===== config.mk =====
export PLATFORM = sky130hd
export DESIGN_NAME = conv_window_ctrl
export DESIGN_NICKNAME = d
export VERILOG_FILES = /design/src/rtl/conv_pkg.sv /design/src/rtl/conv_window_ctrl_lb_occ_tracker.sv /design/src/rtl/conv_window_ctrl.sv
export SDC_FILE = /design/constraint.sdc
export NUM_CORES = 1
export LEC_CHECK = 0
export CAP_MARGIN = 15
export CORE_UTILIZATION = 57
export CTS_BUF_LIST = sky130_fd_sc_hd__clkbuf_4
export CTS_CLUSTER_SIZE = 24
export DETAILED_ROUTE_END_ITERATION = 8
export PLACE_DENSITY_LB_ADDON = 0.3
export SLEW_MARGIN = 40
export SYNTH_ARGS = -nofsm -noshare
export SYNTH_HDL_FRONTEND = slang
export SYNTH_SLANG_ARGS = --single-unit

===== constraint.sdc =====
create_clock -name clk -period 2.5 [get_ports clk]
set_input_delay 0.375 -clock clk [delete_from_list [all_inputs] [get_ports clk]]
set_output_delay 0.375 -clock clk [all_outputs]
set_load 0.05 [all_outputs]

===== src/rtl/conv_pkg.sv =====
// Shared types and default geometry for the convolution window sequencer.
package conv_pkg;

  localparam int DEF_IMG_W = 28;
  localparam int DEF_IMG_H = 28;
  localparam int DEF_K     = 3;

  localparam int COL_W = $clog2(DEF_IMG_W);
  localparam int ROW_W = $clog2(DEF_IMG_H);

  typedef enum logic [1:0] {
    ST_IDLE  = 2'd0,
    ST_FILL  = 2'd1,
    ST_RUN   = 2'd2,
    ST_FLUSH = 2'd3
  } state_t;

endpackage


===== src/rtl/conv_window_ctrl_lb_occ_tracker.sv =====
// Occupancy counter and pop generation for one line buffer.
// The optional sticky check is enabled by CONV_WIN_CTRL_ERR_EN.
module lb_occ_tracker #(
  parameter int DEPTH = 28
) (
  input  logic clk,
  input  logic rst,
  input  logic push,
  output logic pop,
  output logic err
);

  localparam int OCC_W = $clog2(DEPTH + 1);
  localparam logic [OCC_W-1:0] FULL = OCC_W'(DEPTH);

  logic [OCC_W-1:0] occ;

  // Once full, every push shifts one row-old pixel out on the same cycle.
  assign pop = push && (occ == FULL);

  // NOTE: sequential state uses <= so every flop samples pre-edge values.
  always_ff @(posedge clk) begin
    if (!rst) begin
      occ <= '0;
    end else if (push && !pop && (occ != FULL)) begin
      occ <= occ + 1'b1;
    end else if (pop && !push && (occ != '0)) begin
      occ <= occ - 1'b1;
    end
  end

`ifdef CONV_WIN_CTRL_ERR_EN
  logic err_q;

  always_ff @(posedge clk) begin
    if (!rst) begin
      err_q <= 1'b0;
    end else if (((occ == FULL) && push && !pop) || ((occ == '0) && pop)) begin
      err_q <= 1'b1;
    end
  end

  assign err = err_q;
`else
  assign err = 1'b0;
`endif

endmodule


===== src/rtl/conv_window_ctrl.sv =====
// Raster-position sequencer for a KxK line-buffer window chain.
// Optional occupancy error flag: define CONV_WIN_CTRL_ERR_EN.
module conv_window_ctrl
  import conv_pkg::*;
#(
  parameter int IMG_W = DEF_IMG_W,
  parameter int IMG_H = DEF_IMG_H,
  parameter int K     = DEF_K
) (
  input  logic                     clk,
  input  logic                     rst,
  input  logic                     start,
  input  logic                     pix_vld,
  output logic                     pix_rdy,
  output logic [K-2:0]             lb_push,
  output logic [K-2:0]             lb_pop,
  output logic                     win_vld,
  output logic [$clog2(IMG_H)-1:0] win_row,
  output logic [$clog2(IMG_W)-1:0] win_col,
  output logic                     busy,
  output logic                     frame_done,
  output logic                     err
);

  localparam int CW = $clog2(IMG_W);
  localparam int RW = $clog2(IMG_H);
  localparam logic [CW-1:0] COL_LAST  = CW'(IMG_W - 1);
  localparam logic [RW-1:0] ROW_LAST  = RW'(IMG_H - 1);
  localparam logic [RW-1:0] ROW_FILLD = RW'(K - 2);
  localparam logic [CW-1:0] COL_WIN   = CW'(K - 1);
  localparam logic [RW-1:0] ROW_WIN   = RW'(K - 1);

  state_t          state, state_nxt;
  logic            acc, row_end, win_hit;
  logic [CW-1:0]   col;
  logic [RW-1:0]   row;
  logic [K-2:0]    lb_err;

  assign acc     = pix_vld && pix_rdy;
  assign row_end = acc && (col == COL_LAST);
  assign win_hit = acc && (row >= ROW_WIN) && (col >= COL_WIN);

  always_ff @(posedge clk) begin
    if (!rst) state <= ST_IDLE;
    else      state <= state_nxt;
  end

  // NOTE: default first so no path through always_comb leaves a latch.
  always_comb begin
    state_nxt = state;
    unique case (state)
      ST_IDLE:  if (start) state_nxt = ST_FILL;
      ST_FILL:  if (row_end && (row == ROW_FILLD)) state_nxt = ST_RUN;
      ST_RUN:   if (row_end && (row == ROW_LAST)) state_nxt = ST_FLUSH;
      ST_FLUSH: state_nxt = ST_IDLE;
    endcase
  end

  always_comb begin
    pix_rdy = (state == ST_FILL) || (state == ST_RUN);
    busy    = (state != ST_IDLE);
  end

  always_ff @(posedge clk) begin
    if (!rst) begin
      col <= '0;
      row <= '0;
    end else if ((state == ST_IDLE) && start) begin
      col <= '0;
      row <= '0;
    end else if (acc) begin
      if (col == COL_LAST) begin
        col <= '0;
        row <= (row == ROW_LAST) ? '0 : row + 1'b1;
      end else begin
        col <= col + 1'b1;
      end
    end
  end

  // frame_done trails the FLUSH cycle so it lands just after the last window.
  always_ff @(posedge clk) begin
    if (!rst) begin
      win_vld    <= 1'b0;
      win_row    <= '0;
      win_col    <= '0;
      frame_done <= 1'b0;
    end else begin
      win_vld    <= win_hit;
      frame_done <= (state == ST_FLUSH);
      if (win_hit) begin
        win_row <= row;
        win_col <= col;
      end
    end
  end

  for (genvar i = 0; i < K - 1; i++) begin : g_lb
    if (i == 0) begin : g_src
      assign lb_push[i] = acc;
    end else begin : g_dly
      // Upstream buffer's pop data appears one cycle later (read latency).
      logic push_q;
      always_ff @(posedge clk) begin
        if (!rst) push_q <= 1'b0;
        else      push_q <= lb_pop[i-1];
      end
      assign lb_push[i] = push_q;
    end

    lb_occ_tracker #(.DEPTH(IMG_W)) u_occ (
      .clk  (clk),
      .rst  (rst),
      .push (lb_push[i]),
      .pop  (lb_pop[i]),
      .err  (lb_err[i])
    );
  end

  assign err = |lb_err;

endmodule


==> results of run 1 <==
cell usage in the layout, fill, tap and decap left out, types with 2 or more instances in the layout:
cell and n:
and2_1 4, a31oi_1 2, clkbuf_4 5, nand4b_1 2, a21oi_1 16, xnor2_1 4, nand4_1 4, a211oi_1 2
inv_1 8, mux2i_1 4, buf_4 6, o21ai_1 10, or3_1 4, o21ai_0 6, buf_12 2, nand2_1 13
clkdlybuf4s50_1 19, nor2_1 15, fa_1 2, ha_1 15, nor3_1 4, nand3_1 11, a21o_1 4, clkinv_1 2
dfxtp_1 34, xor2_1 6
cells in the mapped netlist, drive strengths merged (2+ instances only):
| cell type | n |
|---|---|
| a21o | 4 |
| dfxtp | 35 |
| xnor2 | 4 |
| xor2 | 6 |
| o21ai | 17 |
| clkbuf | 3 |
| nand2 | 13 |
| inv | 8 |
| or3 | 4 |
| and2 | 4 |
| nand4b | 2 |
| buf | 9 |
| nand3 | 11 |
| nand4 | 4 |
| fa | 2 |
| o31ai | 2 |
| nor2 | 15 |
| a211oi | 2 |
| mux2i | 4 |
| ha | 16 |
| nor3 | 4 |
| a31oi | 2 |
| a21oi | 17 |
metal layers:
| metal | global-route usage | wire (µm) | vias up |
|---|---|---|---|
| met5 | 0 | 0 | - |
| met4 | 0.0748 | 21 | 0 |
| met3 | 0.0593 | 151 | 4 |
| met2 | 0.411 | 1910 | 44 |
| met1 | 0.288 | 1600 | 705 |
| li1 | - | - | 757 |
per-stage QoR:
stage          total power [W]  area (µm²)  utilization  std cells
2_1_floorplan          0.00128        1840            -        204
3_3_place_gp           0.00143        2100        0.687        263
3_5_place_dp           0.00148        2100        0.687        263
4_1_cts                0.00187        2170        0.712        271
5_1_grt                0.00199        2170        0.712        271
6_report               0.00186        2170        0.712        271
sequential cells by signal, indices dropped and copies added (netlist names):
signal,flops
win_col,5
state,2
col,5
g_lb.g_dly.push_q,1
frame_done,1
win_vld,1
row,5
win_row,5
g_lb.u_occ.occ,10
worst min-delay path by stage:
stage / startpoint / to / slack, ns
floorplan: g_lb[1].u_occ.occ[4] / g_lb[1].u_occ.occ[4] / 0.46
global placement: win_col[0] / win_col[0] / 0.47
detailed placement: win_col[4] / win_col[4] / 0.47
CTS: win_col[4] / win_col[4] / 0.48
global route: win_col[4] / win_col[4] / 0.50
finish: win_col[4] / win_col[4] / 0.48
final cells by class:
cell class,count,share of cell area
Multi-Input combinational cell,148,0.475
Sequential cell,35,0.323
Timing Repair Buffer,27,0.127
Tap cell,44,0.0253
Clock inverter,3,0.0178
Clock buffer,5,0.0173
Inverter,9,0.0155
cell families after synthesis:
family	count (synthesis)
mux	5
buf+inv	21
flops	35
fa+ha+maj	18
xor+xnor	10
other cells	1
compound gates	49
simple gates	65
repair_timing:
action / 4_1_cts / 5_1_grt
buffers inserted: 0 / 0
gates resized for setup: 0 / 1
endpoints found under the setup margin: 0 / 1
power by group through the flow:
stage	Sequential [W]	Clock (W)	Combinational, W
2_1_floorplan	0.000689	0	0.000589
3_3_place_gp	0.000696	0	0.000730
3_5_place_dp	0.000705	0	0.000772
4_1_cts	0.000693	0.000402	0.000777
5_1_grt	0.000704	0.000428	0.000853
6_report	0.000695	0.000393	0.000776
critical path, stage by stage (launching register included):
cell	delay (ns)
dfxtp_1	0.39
inv_1	0.10
ha_2	0.34
nand2_1	0.07
buf_4	0.15
nor4_1	0.31
buf_4	0.19
buf_12	0.13
==> impl_metrics.yaml, run 1 <==
grt:
  grt_remaining_overflow: 0
  global_route.usage.total: 0.237
  pin_count_of_the_biggest_net_entering_global_routing: 16
  grt_antenna_before_repair: 0
  wire_length_of_the_first_global_routing_pass_um: 6270
  number_of_global_route_vias_before_repair: 1472
worst_setup_path:
  critPathLaunch: "state[0]"
  r2r_slack_ns: 0.23
  worst-setup-path-type: "reg -> out"
  worstPathArrival_ns: 2.01
  crit-reg2reg-capture: "g_lb[0].u_occ.occ[3]"
  worstPathMaxFanout: 5
  crit_path_end: "lb_pop[0]"
  timing.rr.start: "g_lb[0].u_occ.occ[0]"
  setup.worst_path.start_class: "register"
  worst-r2r-cell-count: 7
  timing.critical_path.to_type: "primary output"
  required_time_worst_endpoint_ns: 2.12
synth:
  syn_inst: 204
  synth.yosys.seq_area_share: 0.381
  yosys_warnings: 0
  arithmetic_cell_share_of_the_synthesized_area_counting_full_adders_half_adders_and_majority_gates: 0.131
  postSynthRegisterBits: 35
  ys.flop_type: "dfxtp_1"
  synth-edff-count: 0
  synth.avg_cell_area_um2: 9.02
  synth.cell_area_um2: 1840
  yosys-top-cells-area: "dfxtp_1 (38%), ha_1 (11%), a21oi_1 (4.4%)"
  synth_compound_gate_area_share: 0.169
  share_of_the_synthesized_area_in_the_top_cell_type: 0.381
  dominant_combinational_cell_family_by_area_after_synthesis: "simple AND/OR/NAND/NOR gates"
  synth_nets: 226
  synth_simple_gate_area_share: 0.183
  synth-xor-area-share: 0.0476
  synth.distinct_cells: 47
  yosys-mux-area-fraction: 0.0279
  largest_area_contributor_in_the_netlist: "dfxtp_1"
  async_reset_ff_frac: 0
drt:
  vias_per_cell: 5.57
  dr_total_vias: 1510
  route.detailed.wl_per_inst_um: 13.6
  route.final.wire_length_um: 3680
  firstDrtPassIters: 5
  antenna_left: 0
  detail_route.drc_violations: 0
  first_iter_violations: 100
timing:
  setup_violations: 0
  fin_hold_viols: 0
  finClkSkew_ns: 0.00815
  rsz0062_at_grt: "false"
  max_freq_ghz: 0.419
  period_share: 0.954
  drv_slew: 0
  hold_slack_ns: 0.482
  clock_period_minus_final_worst_setup_slack_ns: 2.39
  timing.final.ws_setup_ns: 0.114
  relative_slew_slack: 0.507
  timing_worst_slew_pin_value_ns: 0.736
  tns_ns: 0
cells_and_area:
  areaGrowthSynthToFinish_pct: 18.2
  drive_gt1_frac: 0.110
  multi_input_comb_area_um2: 1030
  num-nets-final: 248
  area.sequential_um2: 702
  antenna-diode-count: 0
  fill_cells: 253
placed_design:
  detailedPlace.worstSlack_ns: 0.231
  globalplace.congestion: 0.901
  io_buffer_count: 21
  place_hpwl_um: 2740
floorplan:
  placeableCoreArea_um2: 3050
  die_w_um: 58.8
  fp.dieArea_um2: 3460
  starting_density_of_the_core: 0.602
  standard_cell_rows: 20
  die_height_um: 58.8
  io-pin-count: 23
power_and_ir_drop:
  p_int_w: 0.00115
  clock_power_share: 0.211
  worst_ir_drop_vdd_mv: 0.893
  power.static_leakage_nw: 0.861
  share_seq_of_total_power: 0.373
  sw_frac_of_total: 0.384
  p_sw_w: 0.000716
  power.density_cell_area_nw_per_um2: 857
  comb_power_frac: 0.416
clock_tree:
  clk_transition_reported_paths_ns: 0.10
  tritoncts_clock_tree: "built"
  hold_buffers: 0
  ctsRootBufferMaster: "clkbuf_4"
  clockBufferDepth: 2
  cts.sink_count: 35
  htree_num_levels: 2
  cts_inserted_buffers: 5
  clock_insertion_delay_worst_skew_ns: 0.34
worst_hold_path:
  min-delay-path-class: "reg -> reg"
  worst_hold_path.num_cells: 2
status:
  run_status: "completed"
job:
  max-cap-violations: 0
Power figures use the tool's default switching activity.
==> run 2: changes to the inputs <==
--- a/config.mk
+++ b/config.mk
@@ -8,6 +8,7 @@
 export CAP_MARGIN = 15
 export CORE_UTILIZATION = 57
 export CTS_BUF_LIST = sky130_fd_sc_hd__clkbuf_4
+export CTS_CLUSTER_DIAMETER = 60
 export CTS_CLUSTER_SIZE = 24
 export DETAILED_ROUTE_END_ITERATION = 8
 export PLACE_DENSITY_LB_ADDON = 0.3
==> constraint.sdc (replaced) <==
create_clock -name clk -period 2.69 [get_ports clk]
set_input_delay 0.4035 -clock clk [delete_from_list [all_inputs] [get_ports clk]]
set_output_delay 0.4035 -clock clk [all_outputs]
set_load 0.05 [all_outputs]
==> impl_metrics.yaml, run 2 (synthesis gave the netlist of run 1 again) <==
worst_setup_path:
  timing.critical_path.to_type: "primary output"
  required_time_worst_endpoint_ns: 2.29
  setup.worst_path.start_class: "register"
  crit-reg2reg-capture: "g_lb[0].u_occ.occ[4]"
  worstPathArrival_ns: 2.12
  r2r_slack_ns: 0.30
  timing.rr.start: "state[1]"
  worst-r2r-cell-count: 10
  worstPathMaxFanout: 6
  worst-setup-path-type: "reg -> out"
drt:
  vias_per_cell: 5.59
  firstDrtPassIters: 4
  first_iter_violations: 80
  route.detailed.wl_per_inst_um: 13.6
  dr_total_vias: 1499
  antenna_left: 0
  detail_route.drc_violations: 0
  route.final.wire_length_um: 3640
grt:
  grt_antenna_before_repair: 0
  global_route.usage.total: 0.239
  number_of_global_route_vias_before_repair: 1462
  pin_count_of_the_biggest_net_entering_global_routing: 16
  wire_length_of_the_first_global_routing_pass_um: 6160
  grt_remaining_overflow: 0
power_and_ir_drop:
  power_w: 0.00161
  clock_power_share: 0.163
  power.static_leakage_nw: 0.838
  worst_ir_drop_vdd_mv: 0.661
  sw_frac_of_total: 0.407
  comb_power_frac: 0.439
  p_sw_w: 0.000656
  power.density_cell_area_nw_per_um2: 758
  share_seq_of_total_power: 0.398
  p_int_w: 0.000956
clock_tree:
  post-cts-setup-buffer-count: 0
  ctsRootBufferMaster: "clkbuf_4"
  tritoncts_clock_tree: "built"
  cts_inserted_buffers: 5
  clockBufferDepth: 2
  cts.sink_count: 35
  cts_resized: 0
  hold_buffers: 0
  htree_num_levels: 2
  clk_transition_reported_paths_ns: 0.10
  clock_insertion_delay_worst_skew_ns: 0.33
job:
  max-cap-violations: 0
status:
  run_status: "completed"
cells_and_area:
  most_common_cell_after_layout_fill_and_taps_aside: "dfxtp_1"
  antenna-diode-count: 0
  num-nets-final: 246
  finish.cell_count_without_fillers: 268
  areaGrowthSynthToFinish_pct: 15.6
  largest-register: "g_lb.u_occ.occ"
  layout.cells.most_common_list: "dfxtp_1 (35), clkdlybuf4s50_1 (19), a21oi_1 (16), ha_1 (16), nor2_1 (15)"
  drive_gt1_frac: 0.0893
  largest_register_ffs: 10
placed_design:
  place_hpwl_um: 2720
  place_inst: 261
  io_buffer_count: 21
  globalplace.congestion: 0.886
timing:
  tns_ns: 0
  clock_period_minus_final_worst_setup_slack_ns: 2.53
  timing_worst_slew_pin_value_ns: 0.751
  fin_hold_viols: 0
  period_share: 0.939
  finClkSkew_ns: 0.00358
  drv_slew: 0
  rsz0062_at_grt: "false"
  setup_violations: 0
  relative_slew_slack: 0.496
  max_freq_ghz: 0.396
floorplan:
  placeableCoreArea_um2: 3050
  die_height_um: 58.8
  standard_cell_rows: 20
  fp.dieArea_um2: 3460
  die_w_um: 58.8
  starting_density_of_the_core: 0.602
  io-pin-count: 23
worst_hold_path:
  worst_hold_path.num_cells: 2
  hp-start: "win_col[4]"
  min-delay-path-class: "reg -> reg"
  holdPathEnd: "win_col[4]"
-- run 2: cell count changes in the layout (fill, tap and decap cells not counted), sizes merged --
cell / previous run / this run
bufinv: 1 / 0
buf: 8 / 6
-- run 2: worst max path at each step --
stage / start / endpoint / slack (ns)
floorplan: state[0] / g_lb[0].u_occ.occ[4] / 0.08
global placement: pix_vld / g_lb[0].u_occ.occ[4] / 0.40
detailed placement: pix_vld / g_lb[0].u_occ.occ[4] / 0.31
CTS: state[1] / lb_pop[0] / 0.15
global route: state[0] / lb_pop[0] / 0.02
finish: state[1] / lb_pop[0] / 0.16
-- run 2: cell type report --
type	count	area, µm²
Timing Repair Buffer	25	260
Multi-Input combinational cell	148	1030
Inverter	9	33.8
Fill cell	261	927
Tap cell	44	55.1
Clock inverter	2	8.76
Sequential cell	35	701
Clock buffer	5	37.5
-- run 2: worst max-delay path, cell delays in order, from the launching register on --
cell	delay, ns
dfxtp_1	0.39
inv_1	0.10
ha_1	0.33
nand2_1	0.14
nor4_1	0.61
buf_12	0.22
-- run 2: metrics by stage --
stage	instance area, µm²	util	hold WS [ns]	setup WS [ns]
after floorplan	1840	-	0.458	0.0794
after global placement	2080	0.681	0.466	0.401
after detailed placement	2080	0.681	0.474	0.307
after CTS	2130	0.696	0.488	0.148
after global routing	2130	0.696	0.515	0.0185
final	2130	0.696	0.486	0.165
-- run 2: routing by layer --
metal | track usage | vias up | part of all wire
met5 | 0 | - | 0
met4 | 0.126 | 0 | 0.022
met3 | 0.0681 | 11 | 0.043
met2 | 0.412 | 48 | 0.51
met1 | 0.267 | 683 | 0.42
li1 | - | 757 | -
-- run 2: power by group through the flow --
| stage | sequential [W] | combinational, W | clock, W |
|---|---|---|---|
| floorplan | 0.000640 | 0.000541 | 0 |
| global placement | 0.000646 | 0.000662 | 0 |
| detailed placement | 0.000651 | 0.000704 | 0 |
| CTS | 0.000640 | 0.000708 | 0.000266 |
| global route | 0.000651 | 0.000775 | 0.000292 |
| finish | 0.000641 | 0.000708 | 0.000262 |
==> run 3: changes to the inputs <==
--- a/config.mk
+++ b/config.mk
@@ -12,6 +12,7 @@
 export CTS_CLUSTER_SIZE = 24
 export DETAILED_ROUTE_END_ITERATION = 8
 export PLACE_DENSITY_LB_ADDON = 0.3
+export SKIP_CTS_REPAIR_TIMING = 1
 export SLEW_MARGIN = 40
 export SYNTH_ARGS = -nofsm -noshare
 export SYNTH_HDL_FRONTEND = slang
==> results of run 3 <==
Final layout, timing and power as in run 2 (identical DEF).
==> RTL edit 1, RTL diff (config.mk and constraints of run 2) <==
Build with the macro `CONV_WIN_CTRL_ERR_EN` defined.
--- a/src/rtl/conv_window_ctrl_lb_occ_tracker.sv
+++ b/src/rtl/conv_window_ctrl_lb_occ_tracker.sv
@@ -1,5 +1,7 @@
 // Occupancy counter and pop generation for one line buffer.
 // The optional sticky check is enabled by CONV_WIN_CTRL_ERR_EN.
+`define CONV_WIN_CTRL_ERR_EN
+
 module lb_occ_tracker #(
   parameter int DEPTH = 28
 ) (
Formal check against the unedited RTL: no difference found for any inputs over 10 cycles, from zero or initial values and one cycle with rst low; that may be too few to reach the edited logic, so the function may still have changed.
==> RTL edit 1 against run 2 <==
Clock skew is essentially flat. Sequential cell count grew 2. Area after synthesis up 3.6%. Total power grew 0.43%. Sequential power grew 4.2%. Sequential share of layout area is 1.0 points higher. Routed wire length grew 3.9%. Setup slack better by 0.045 ns. Design area increased by 2.5%. Critical endpoint is now g_lb[0].u_occ.occ[4]. Largest power group unchanged.
==> RTL edit 1: results (changes against run 2) <==
| Metric | Value |
|---|---|
| Outcome | finished clean |
| M2 GR Usage | 0.4333 (+0.02100) |
| Clock buffer count from CTS | 5 (unchanged) |
| R2R cell count | 11 (+1) |
| HP Class | flop to flop |
| Crit-path leading delay family | adder cells |
| CP max stage cell | dfxtp_1 |
| Syn Nets | 231 (+2.2%) |
| Leak | 0.0008727 uW (+4.2%) |
| # resized after CTS | 0 (unchanged) |
| Cells after Synth | 209 (+2.5%) |
| Share of layout cells above drive strength 1 | 0.08333 (-0.005952) |
| Worst vdd ir | 789.7 uV (+20%) |
| Worst-path maximum fanout | 7 (+1) |
| GR Util met1 | 0.2826 (+0.01579) |
| Hold Crit Start | g_lb[0].u_occ.err |
| # diodes | 0 (unchanged) |
| # H-tree levels | 2 (unchanged) |
| GPL Wtd Cong | 0.8017 (-9.6%) |
| Clock Tree Root | clkbuf_4 |
| Async SR Flop Fraction | 0 (unchanged) |
| Worst setup path startpoint | state[0] |
| Post-synth cell types | 43 (-8.5%) |
| First-pass GRT wire length | 6624 um (+7.5%) |
| Critical Path AT | 2.72 ns (+0.60 ns) |
| Met3 Use GR | 0.04978 (-0.01835) |
| Clock Skews | 0.003767 ns (+0.0001870 ns) |
| Port bufs | 22 (+4.8%) |
| CP peak stage delay | 0.40 ns (-0.21 ns) |
| First DRT Iteration DRCs | 108 (+35%) |
| Synth area leaders | dfxtp_1, ha_1, a21oi_1 |
| Post CTS Setup Buffer Count | 0 (unchanged) |
| Hold endpoint | g_lb[0].u_occ.err |
| Flop pwr share | 0.413 (+0.015) |
| Slew of the pin with the lowest slew margin | 0.6133 ns (-0.1375 ns) |
| DP Wirelength | 2876 um (+5.7%) |
| Met3 WL post-DR | 130 um (-16%) |
| Setup WS pre-CTS | 0.1825 ns (-0.1247 ns) |
| Hold Slack | 0.4646 ns (-0.02147 ns) |
| Setup crit end | g_lb[0].u_occ.occ[4] |
| Total Routing Usage GR | 0.2433 (+0.003849) |
| Min-Delay Path Depth | 1 (-1) |
| Initial antenna violation count | 0 (unchanged) |
| Seq/Total Area, Yosys | 0.3887 (+0.007754) |
| Final Power | 1619 uW (+0.43%) |
| Bufs on Longest Clock Path | 2 (unchanged) |
| Met1 wire length | 1610 um (+4.5%) |
| Tmin final | 2.480 ns (-0.04534 ns) |
| Vias per cell | 5.732 (+2.5%) |
| Largest net degree at the start of global routing | 19 (+3) |
| Final nets | 250 (+1.6%) |
| Finished Layout Cells | 272 (+1.5%) |
| CTS clk-pin slew, worst paths | 0.10 ns (about the same) |
| Placed cell areas | 2131 um^2 (+2.5%) |
| Net Sw Frac | 0.3948 (-0.01222) |
| Flop-to-flop setup slack | 0.21 ns (-0.09 ns) |
| Detailed-route wire length per cell | 13.89 um (+2.4%) |
| Synth top cells by count | dfxtp_1, a21oi_1, ha_1 |
| DR WL met2 | 1985 um (+6.7%) |
-- RTL edit 1: cell count changes after synthesis, moves of 2 or more --
cell,delta
a21oi_1,+4
nor2_1,-3
and3_1,+2
nor3_1,+2
dfxtp_1,+2
and2_1,+2
nand3_1,+2
nand4_1,-3
-- RTL edit 1: kinds of logic after synthesis --
| logic type | Yosys count | synth area share |
|---|---|---|
| flops | 37 | 0.3887 |
| simple gates | 64 | 0.1819 |
| xor+xnor | 10 | 0.04596 |
| buf+inv | 23 | 0.06303 |
| mux | 5 | 0.02692 |
| compound gates | 52 | 0.1674 |
| fa+ha+maj | 18 | 0.1261 |
-- RTL edit 1: area by class of cell --
| cell class | instances | area [um^2] |
|---|---|---|
| clock buffer | 6 | 45.04 |
| clock inverter | 1 | 3.754 |
| fill | 263 | 923.4 |
| inverter | 10 | 37.54 |
| multi-input combinational | 149 | 1047 |
| sequential | 37 | 740.7 |
| tap | 44 | 55.05 |
| timing repair buffer | 25 | 250.2 |
==> RTL edit 2, RTL diff (flow settings as in run 2) <==
Without the edit above. Register the output `err`, cleared by the reset; this adds one clock of latency there. The other outputs are not delayed to match.
--- a/src/rtl/conv_window_ctrl.sv
+++ b/src/rtl/conv_window_ctrl.sv
@@ -29,6 +29,8 @@
   localparam logic [RW-1:0] ROW_FILLD = RW'(K - 2);
   localparam logic [CW-1:0] COL_WIN   = CW'(K - 1);
   localparam logic [RW-1:0] ROW_WIN   = RW'(K - 1);
+
+  logic err_d;
 
   state_t          state, state_nxt;
   logic            acc, row_end, win_hit;
@@ -117,7 +119,15 @@
     );
   end
 
-  assign err = |lb_err;
+  assign err_d = |lb_err;
+
+  always_ff @(posedge clk) begin
+    if (!rst) begin
+      err <= '0;
+    end else begin
+      err <= err_d;
+    end
+  end
 
 endmodule
 
Formal check against the unedited RTL: equivalent (equiv_simple and equiv_induct, registers matched by name and starting in step).
==> RTL edit 2 against run 2 <==
Hold slack worse by 0.0037 ns. Routed wire length increased by 3.7%. Sequential cell count did not move. Setup slack lost 0.038 ns. Area after synthesis grew 2.2%. Design area is 1.3% higher. First-iteration DRC count rose by 34%. Final cell count shrank 1.1%. Critical path depth increased by 4. Combinational power up 2%. Total power grew 2.3%.
==> RTL edit 2: results (changes against run 2) <==
| Metric | Value |
|---|---|
| Clock buffer count from CTS | 5 (unchanged) |
| Slew of the pin with the lowest slew margin | 0.8188 ns (+0.06800 ns) |
| First DRT Iteration DRCs | 107 (+34%) |
| Fraction of area in multi-input gates | 0.4898 (+0.005426) |
| Leak | 0.0008792 uW (+5.0%) |
| R2R cell count | 9 (-1) |
| Post-Synth Adder-Cell Area | 0.1278 (-0.002783) |
| Largest net degree at the start of global routing | 19 (+3) |
| Die area | 3531 um^2 (+2.1%) |
| Flop-to-flop setup slack | 0.13 ns (-0.17 ns) |
| Seq/Total Area, Yosys | 0.3728 (-0.008116) |
| Share of layout cells above drive strength 1 | 0.1222 (+0.03289) |
| Hold Slack | 0.4824 ns (-0.003722 ns) |
| DR pass1 iterations | 5 (+1) |
| Post-synth cell types | 48 (+2.1%) |
| Outcome | finished clean |
| Worst vdd ir | 1065 uV (+61%) |
| Met1 wire length | 1610 um (+4.5%) |
| Met3 Use GR | 0.06769 (-0.0004463) |
| Placed cell areas | 2101 um^2 (+1.0%) |
| Hold Crit Start | win_col[4] |
| Worst-path maximum fanout | 11 (+5) |
| Critical Path AT | 2.83 ns (+0.71 ns) |
| Detailed-route wire length per cell | 14.23 um (+4.9%) |
| Synth top cells by count | dfxtp_1, a21oi_1, ha_1, nor2_1, nand3_1 |
| Inverter count | 8 (-1) |
| Vias in the first global route | 1440 (-1.5%) |
| Via Count | 1496 (-0.20%) |
| FF-to-FF Start | state[0] |
| DR WL met2 | 1941 um (+4.4%) |
| Final nets | 242 (-1.6%) |
| DP Wirelength | 2799 um (+2.9%) |
| Cells after Synth | 202 (-0.98%) |
| Mux share of post-synthesis cell area | 0.03862 (+0.01072) |
| Area delta synth->final | 14.58% |
| Synth area leaders | dfxtp_1, ha_1, a21oi_1 |
| Setup WS pre-CTS | 0.2035 ns (-0.1037 ns) |
| Clock Skews | 0.004225 ns (+0.0006444 ns) |
| Syn Nets | 224 (-0.88%) |
| Net Sw Frac | 0.4125 (+0.005532) |
| Worst Path Class, Setup | flop to flop |
| Multi-In Gates | 145 (-2.0%) |
| Xor/xnor cell area share of the yosys netlist | 0.04660 (-0.001015) |
| DP Cell Count | 257 (-1.5%) |
| Signal buf overhead | 0.1209 (-0.001565) |
| GR Util met1 | 0.2678 (+0.0009095) |
| Total Routing Usage GR | 0.2424 (+0.002953) |
-- RTL edit 2: how the worst max path moves through the flow --
| stage | end | slack, ns |
|---|---|---|
| floorplan | g_lb[0].u_occ.occ[4] | 0.12 |
| global placement | g_lb[0].u_occ.occ[4] | 0.32 |
| detailed placement | g_lb[0].u_occ.occ[4] | 0.20 |
| CTS | lb_pop[0] | 0.18 |
| global route | lb_pop[0] | 0.02 |
| finish | g_lb[0].u_occ.occ[4] | 0.13 |
-- RTL edit 2: critical path, cell delays in order, from the launching register on --
cell     delay, ns
dfxtp_1       0.40
inv_1         0.10
ha_1          0.32
and2_1        0.29
o31ai_2       0.25
fa_1          0.46
a21o_1        0.17
a21oi_1       0.18
o21ai_0       0.11
a21oi_1       0.18
-- RTL edit 2: power by group through the flow --
stage / logic [uW] / registers (uW) / clock network [uW]
global route: 779 / 653 / 313
finish: 722 / 646 / 280
global placement: 679 / 649 / 0
floorplan: 568 / 640 / 0
detailed placement: 721 / 655 / 0
CTS: 725 / 644 / 289
